<file path="src/rtl/cam_capture_wr.sv">
// Camera byte-stream to RGB565 write initiator for the ping-pong input frame buffer.
// Optional build macro CAM_BYTE_SWAP_EN: first byte of each pixel is the low byte.
module cam_capture_wr #(
    parameter int H_ACT  = 480,
    parameter int V_ACT  = 272,
    parameter int DATA_W = 16,
    parameter int ADDR_W = 17
) (
    input  logic              i_clk,
    input  logic              i_rst,
    input  logic              i_pix_en,
    input  logic              i_vsync,
    input  logic              i_href,
    input  logic [7:0]        i_data,
    output logic              o_cam_vsync,
    output logic              o_wr_en,
    output logic [ADDR_W-1:0] o_wr_addr,
    output logic [DATA_W-1:0] o_wr_data,
    output logic              o_frame_done,
    output logic              o_err
);

    localparam int COL_W  = $clog2(H_ACT + 1);
    localparam int LINE_W = $clog2(V_ACT + 1);
    localparam logic [COL_W-1:0]  COL_LIM   = COL_W'(H_ACT);
    localparam logic [LINE_W-1:0] LINE_LIM  = LINE_W'(V_ACT);
    localparam logic [ADDR_W-1:0] LINE_STEP = ADDR_W'(H_ACT);

    typedef enum logic [1:0] {
        WAIT_VS,
        BLANK,
        LINE
    } state_t;

    state_t              state;
    logic                vs_prev;
    logic                phase;
    logic                wrote_any;
    logic [7:0]          byte0;
    logic [COL_W-1:0]    col;
    logic [LINE_W-1:0]   line;
    logic [ADDR_W-1:0]   line_base;
    logic                vs_rise;
    logic                vs_fall;
    logic                href_valid;
    logic [15:0]         pixel;

    // Edges are judged between successive strobes, not successive clocks.
    assign vs_rise    = i_pix_en & i_vsync & ~vs_prev;
    assign vs_fall    = i_pix_en & ~i_vsync & vs_prev;
    assign href_valid = i_pix_en & i_href & ~i_vsync;

    always_comb begin
        pixel = '0;
`ifdef CAM_BYTE_SWAP_EN
        pixel = {i_data, byte0};
`else
        pixel = {byte0, i_data};
`endif
    end

    always_ff @(posedge i_clk) begin
        if (i_rst) begin
            state        <= WAIT_VS;
            vs_prev      <= 1'b0;
            phase        <= 1'b0;
            wrote_any    <= 1'b0;
            byte0        <= '0;
            col          <= '0;
            line         <= '0;
            line_base    <= '0;
            o_cam_vsync  <= 1'b0;
            o_wr_en      <= 1'b0;
            o_wr_addr    <= '0;
            o_wr_data    <= '0;
            o_frame_done <= 1'b0;
            o_err        <= 1'b0;
        end else begin
            o_cam_vsync  <= i_vsync;
            o_wr_en      <= 1'b0;
            o_frame_done <= 1'b0;
            if (i_pix_en) begin
                vs_prev <= i_vsync;
                case (state)
                    WAIT_VS: begin
                        if (vs_fall) begin
                            state     <= BLANK;
                            col       <= '0;
                            line      <= '0;
                            line_base <= '0;
                            phase     <= 1'b0;
                            wrote_any <= 1'b0;
                        end
                    end
                    BLANK: begin
                        if (vs_rise) begin
                            o_frame_done <= wrote_any;
                            state        <= WAIT_VS;
                        end else if (href_valid) begin
                            byte0 <= i_data;
                            phase <= 1'b1;
                            state <= LINE;
                        end
                    end
                    LINE: begin
                        if (vs_rise) begin
                            // A frame cut short mid-line is always reported as malformed.
                            o_err        <= 1'b1;
                            phase        <= 1'b0;
                            o_frame_done <= wrote_any;
                            state        <= WAIT_VS;
                        end else if (href_valid) begin
                            if (!phase) begin
                                byte0 <= i_data;
                                phase <= 1'b1;
                            end else begin
                                phase <= 1'b0;
                                if (col < COL_LIM && line < LINE_LIM) begin
                                    o_wr_en   <= 1'b1;
                                    o_wr_addr <= line_base + ADDR_W'(col);
                                    o_wr_data <= DATA_W'(pixel);
                                    col       <= col + 1'b1;
                                    wrote_any <= 1'b1;
                                end else begin
                                    o_err <= 1'b1;
                                end
                            end
                        end else begin
                            // Line base always steps a full line so short lines never shift later ones.
                            if (phase) begin
                                o_err <= 1'b1;
                            end
                            phase <= 1'b0;
                            col   <= '0;
                            if (line < LINE_LIM) begin
                                line      <= line + 1'b1;
                                line_base <= line_base + LINE_STEP;
                            end
                            state <= BLANK;
                        end
                    end
                    default: state <= WAIT_VS;
                endcase
            end
        end
    end

endmodule
</file>
<file path="config.mk">
export PLATFORM = sky130hd
export DESIGN_NAME = cam_capture_wr
export DESIGN_NICKNAME = d
export VERILOG_FILES = /design/src/rtl/cam_capture_wr.sv
export SDC_FILE = /design/constraint.sdc
export NUM_CORES = 1
export LEC_CHECK = 0
export CORE_MARGIN = 2
export CORE_UTILIZATION = 54
export DETAILED_ROUTE_END_ITERATION = 6
export HOLD_SLACK_MARGIN = 0.02
export PLACE_DENSITY_LB_ADDON = 0.25
export SLEW_MARGIN = 0
export SYNTH_ARGS = -nofsm -noshare
export SYNTH_HDL_FRONTEND = slang
export SYNTH_SLANG_ARGS = --single-unit
</file>
<file path="constraint.sdc">
create_clock -name i_clk -period 2.92 [get_ports i_clk]
set_clock_uncertainty 0.2 [all_clocks]
set_input_delay 0.73 -clock i_clk [delete_from_list [all_inputs] [get_ports i_clk]]
set_output_delay 0.73 -clock i_clk [all_outputs]
set_load 0.03 [all_outputs]
</file>
==> summary.md, run 1 <==
| Metric | Value |
|---|---|
| Max-cap violations | 0 |
| Remaining antenna violation count | 0 |
| Post-synth top area share | 44.6% |
| Ant diodes | 0 |
| GRT met3 Usage | 3.27% |
| Endpoints failing setup | 0 |
| Drt via density | 5.67 |
| Critical Path Fanout Max | 11 |
| GPL Wtd Cong | 0.841 |
| Synth Area in Adders | 3.83% |
| Sequential fraction of the synthesis area | 44.6% |
| CTS clk-pin slew, worst paths | 0.09 ns |
| Postcts setup bufs | 0 |
| Htree depth | 3 |
| Worst EP required | 3.01 ns |
| Critical path class | in2reg |
| FF+latch count, synth | 80 |
| Io pins | 50 |
| WL per Instance | 13.9 um |
| Rows | 29 |
| Hpwl dp | 5.50 mm |
| Final Max Slew Viols | 0 |
| Layout cells sized above 1 | 9.05% |
| Mapped Cells | 424 |
| Post-Synthesis Cell Area | 3590 um^2 |
| EDFF count, synth | 0 |
| Largest family of logic cells by synthesized area | simple AND/OR/NAND/NOR gates |
| Worst Tran Pin Value | 0.465 ns |
| Synth Flop Type | dfxtp_1 |
| Slew HR | 68.7% |
| Via count | 3193 |
| Post-synth top area cell | dfxtp_1 |
| Placed instance area | 4250 um^2 |
| Status | completed |
| Die H | 85.6 um |
| Post-Synth XOR/XNOR Area | 3.17% |
| Die area | 7320 um^2 |
| Total power | 1.98 mW |
| Most frequent cell after synthesis | dfxtp_1 |
| Overall routing resource usage | 22.3% |
| Avg Inst Size Synth | 8.48 um^2 |
| Post-synthesis simple-gate area fraction | 23.8% |
| Routed WL | 7.84 mm |
| Synth cell types | 50 |
| Startpoint types | input pin |
| Largest net degree at the start of global routing | 45 |
| Initial Utilization | 56.3% |
| Die W | 85.6 um |
| Clock Tree Root | clkbuf_8 |
| Total gr overflow | 0 |
| Vias in the first global route | 2971 |
| Final Hold Fails | 0 |
| Post-synthesis compound-gate area fraction | 17.5% |
| CTS-repair resized insts | 0 |
| Layout Area Growth over Synthesis | 23.5% |
| Mux cell area share after synthesis | 3.34% |
| Clock Path Buffers | 2 |
| Grt met1 use | 28.8% |
| Synth Net Count | 448 |
| Port bufs | 49 |
| Number of DRC markers in iteration 0 | 125 |
| Grt peak-use layer | met2 |
| Top post-synthesis cells by count | 80 x dfxtp_1, 72 x nand2_1, 46 x a21oi_1 |
| Maximum vdd drop | 0.000360 V |
| FFs w/ async S/R, synth | 0% |
| Drt pass-1 iters | 4 |
| Worst skew pair latency | 0.36 ns |
| Synth top area cells | dfxtp_1 45%, nand2_1 7.5%, a21oi_1 6.4% |
| Static Leak | 1.57 nW |
| Global Route met2 Usage | 36.9% |
| CTS Sinks | 80 |
| Residual DRC | 0 |
| Layout Utilization | 69.5% |
| FMAX | 0.382 GHz |
| Synth warn | 0 |
| Tmin final | 2.62 ns |
| Hold-fix buffers, CTS | 0 |
| First-pass GRT wire length | 13.3 mm |
| Endpoint class of the critical path | flop |
| Core area | 6390 um^2 |
| HP Class | reg2reg |
| Initial antenna violation count | 0 |
| Hold Slack | 0.253 ns |
| TritonCTS clock tree | built |
| Period Utilization, post-route | 89.7% |
| RSZ-0062 raised after global routing | no |
| PwrDens | 446 nW/um^2 |
| Post-route cell area | 4440 um^2 |
| Nets | 505 |
| Number of CTS-inserted buffers | 9 |
| CP arrival | 2.71 ns |
-- power by group --
| group | switching (mW) | internal [mW] | leakage [nW] |
|---|---|---|---|
| clock network | 0.436 | 0.341 | 0.0895 |
| registers | 0.00487 | 1.10 | 0.645 |
| logic | 0.0573 | 0.0440 | 0.834 |
| total | 0.498 | 1.48 | 1.57 |
-- worst paths after layout --
| path | slack [ns] | from | cells past startpoint | end |
|---|---|---|---|---|
| worst max-delay path | 0.30 | i_vsync | 6 | line[5] |
| worst min-delay path | 0.25 | byte0[6] | 2 | o_wr_data[14] |
| worst max register to register | 0.33 | state[0] | 7 | line[5] |
| worst min register to register | 0.25 | byte0[6] | 2 | o_wr_data[14] |
-- sequential cells by signal, summed over array words and instances (netlist names) --
signal        flops
wrote_any         1
state             2
col               9
o_cam_vsync       1
byte0             8
o_err             1
vs_prev           1
o_wr_addr        17
o_wr_en           1
line              9
phase             1
o_frame_done      1
line_base        12
o_wr_data        16
-- layout by cell type, fill, tap and decap left out, types with 2 or more instances in the layout --
master	count
nor2_1	36
nand3_1	11
xor2_1	7
o32ai_1	2
o21a_1	3
and2_1	2
nor4_1	2
inv_1	13
nand4b_1	2
dfxtp_1	80
xnor2_1	6
nand2_1	72
o211ai_1	7
inv_6	2
a21oi_1	46
or4_1	8
clkdlybuf4s50_1	48
nor3_1	4
buf_4	16
or3_1	12
o21bai_1	3
a31oi_1	2
nand2b_1	2
ha_1	11
mux2i_1	12
o21ai_0	13
nor2b_1	3
nand4_1	10
clkinvlp_4	2
clkbuf_8	10
clkinv_4	2
and3_1	3
a211oi_1	7
a31o_2	2
o31ai_1	3
buf_12	2
-- per-stage QoR --
| stage | TNS, ns | worst slack, ns | cells |
|---|---|---|---|
| floorplan | 0 | 0.680 | 424 |
| CTS | 0 | 0.318 | 563 |
| global route | 0 | 0.136 | 563 |
| finish | 0 | 0.302 | 563 |
| global placement | 0 | 0.00169 | 547 |
| detailed placement | -0.144 | -0.0548 | 547 |
-- critical path, cell delays in order --
cell and delay (ns):
clkdlybuf4s50_1 0.53, nor2b_2 0.17, a22o_1 0.42, nand3_4 0.18, or4_1 0.53, a21oi_1 0.14
-- logic make-up after synthesis --
logic type / Yosys count
xor gates and xnor gates: 13
adders and majority gates: 11
DFF: 80
and+or+nand+nor: 176
muxes: 12
AOI/OAI and AO/OA: 98
buffers and inverters: 34
-- final cells by class --
type                            count  area, um^2
Fill cell                         534        1950
Multi-Input combinational cell    310        1860
Sequential cell                    80        1600
Timing Repair Buffer               67         646
Clock buffer                       10         138
Tap cell                           77        96.3
Clock inverter                      6        50.0
Inverter                           13        48.8
-- metal layers --
| metal | part of all wire [%] | routed length, um |
|---|---|---|
| met4 | 1.7 | 131 |
| met5 | 0 | 0 |
| met1 | 47 | 3700 |
| met2 | 48 | 3780 |
| met3 | 2.9 | 224 |
Power figures use the tool's default switching activity.
==> run 2: changes to the inputs <==
--- a/config.mk
+++ b/config.mk
@@ -5,11 +5,14 @@
 export SDC_FILE = /design/constraint.sdc
 export NUM_CORES = 1
 export LEC_CHECK = 0
+export CELL_PAD_IN_SITES_DETAIL_PLACEMENT = 1
+export CELL_PAD_IN_SITES_GLOBAL_PLACEMENT = 2
 export CORE_MARGIN = 2
-export CORE_UTILIZATION = 54
+export CORE_UTILIZATION = 33
 export DETAILED_ROUTE_END_ITERATION = 6
 export HOLD_SLACK_MARGIN = 0.02
 export PLACE_DENSITY_LB_ADDON = 0.25
+export RECOVER_POWER = 100
 export SLEW_MARGIN = 0
 export SYNTH_ARGS = -nofsm -noshare
 export SYNTH_HDL_FRONTEND = slang
==> run 2 against run 1 <==
Net effect: flip-flop and latch count is the same; worst hold slack better by 0.0029 ns; register-to-register slack better by 0.06 ns; via count up 1.3%; first-iteration DRC count down 8.0%; wire length grew 21%.
==> summary.md, run 2 (same netlist as run 1, synthesis figures left out) <==
| Metric | Value |
|---|---|
| Ant diodes | 0 |
| Layout Utilization | 41.7% |
| Io pins | 50 |
| Cell count after placement | 615 |
| Maximum vdd drop | 0.000194 V |
| Final Hold Fails | 0 |
| CTS clk-pin slew, worst paths | 0.09 ns |
| Most common cell after layout, fill and taps aside | dfxtp_1 |
| Hold-fix buffers, CTS | 0 |
| Status | completed |
| Clock Path Buffers | 2 |
| Layout Area Growth over Synthesis | 24.6% |
| Worst skew pair latency | 0.35 ns |
| Total gr overflow | 0 |
| Core area | 10700 um^2 |
| Worst EP required | 3.00 ns |
| Fin cells | 631 |
| Number of DRC markers in iteration 0 | 115 |
| Layout cells sized above 1 | 7.74% |
| Largest registers | o_wr_addr (17), o_wr_data (16), line_base (12) |
| Critical Path Fanout Max | 10 |
| Clock Tree Root | clkbuf_8 |
| Overall routing resource usage | 17.7% |
| Tmin final | 2.72 ns |
| Via count | 3234 |
| CP Launch Point | i_vsync |
| TritonCTS clock tree | built |
| Worst reg2reg setup slack | 0.39 ns |
| CP arrival | 2.80 ns |
| WL per Instance | 15.0 um |
| Largest net degree at the start of global routing | 37 |
| Commonest cells after routing, fill and taps aside | 80 x dfxtp_1, 72 x nand2_1, 46 x a21oi_1 |
| PwrDens | 441 nW/um^2 |
| Number of CTS-inserted buffers | 9 |
| Hold Slack | 0.256 ns |
| Final Max Slew Viols | 0 |
| GPL Wtd Cong | 0.748 |
| Nets | 510 |
| Most flops, register | o_wr_addr |
| Rows | 38 |
| CTS-repair resized insts | 0 |
| Setup TNS Final | 0 ns |
| Residual DRC | 0 |
| Die area | 11700 um^2 |
| Hpwl dp | 6.95 mm |
| Remaining antenna violation count | 0 |
| First-pass GRT wire length | 16.6 mm |
| Initial Utilization | 33.4% |
| Endpoint class of the critical path | flop |
| Drt via density | 5.13 |
| Vias in the first global route | 3351 |
| Max-cap violations | 0 |
| Static Leak | 1.69 nW |
| Endpoints failing setup | 0 |
| RR Startpoint | state[0] |
| RSZ-0062 raised after global routing | no |
| CTS Sinks | 80 |
| Htree depth | 3 |
| Die H | 108 um |
| Drt pass-1 iters | 4 |
| Period Utilization, post-route | 93.2% |
| FMAX | 0.368 GHz |
| Startpoint of the worst hold path | o_wr_data[8] |
| Initial antenna violation count | 0 |
| Critical path class | in2reg |
| Port bufs | 49 |
| Die W | 108 um |
| Slew HR | 56.5% |
| Largest register FFs | 17 |
| HP Class | reg2reg |
| Postcts setup bufs | 0 |
| Worst Tran Pin Value | 0.652 ns |
| Startpoint types | input pin |
| Routed WL | 9.46 mm |
==> run 2: cell count changes in the layout (fill, tap and decap cells not counted), moves of 2 or more <==
cell             before  now
clkinvlp_4            2    0
dlygate4sd3_1         0   38
buf_4                16   12
buf_12                2    0
clkinv_2              0    2
clkbuf_1              0    9
clkdlybuf4s50_1      48   10
==> run 2: cell type report <==
type                            count  area (um^2)
Timing Repair Buffer               72          622
Clock buffer                        9          124
Tap cell                          140          175
Fill cell                        1333         6270
Multi-Input combinational cell    310         1850
Clock inverter                      7         56.3
Sequential cell                    80         1600
Inverter                           13         48.8
==> run 2: routing by layer <==
metal	part of all wire, %	global-route usage (%)
met5	0	0
met4	1.1	5.22
met3	2.8	3.32
met2	49	29.4
met1	47	23.5
==> run 2: report_power, final <==
group	internal [mW]	total (mW)	leakage [nW]	switching, mW
combinational	0.0436	0.105	0.950	0.0618
sequential	1.10	1.10	0.645	0.00467
clock	0.320	0.771	0.0955	0.451
total	1.46	1.98	1.69	0.518
==> run 2: path summary, 6_finish.rpt <==
check / to / cells past startpoint
setup / recovery: line[6] / 7
hold / removal: o_wr_data[8] / 2
setup reg to reg: line[6] / 9
hold reg to reg: o_wr_data[8] / 2
==> run 2: worst max-delay path: stages <==
cell and delay, ns:
clkdlybuf4s50_1 0.61, nand4b_1 0.17, clkbuf_1 0.25, a21o_4 0.20, nand3_4 0.12, or4_1 0.54, a21oi_1 0.16
==> run 2: through the flow <==
stage | total power [mW] | instance area [um^2] | worst slack (ns)
2_1_floorplan | 1.18 | 3590 | 0.680
3_3_place_gp | 1.23 | 4370 | -0.0758
3_5_place_dp | 1.24 | 4370 | -0.174
4_1_cts | 2.01 | 4550 | 0.201
5_1_grt | 2.07 | 4480 | 0.0410
6_report | 1.98 | 4480 | 0.200
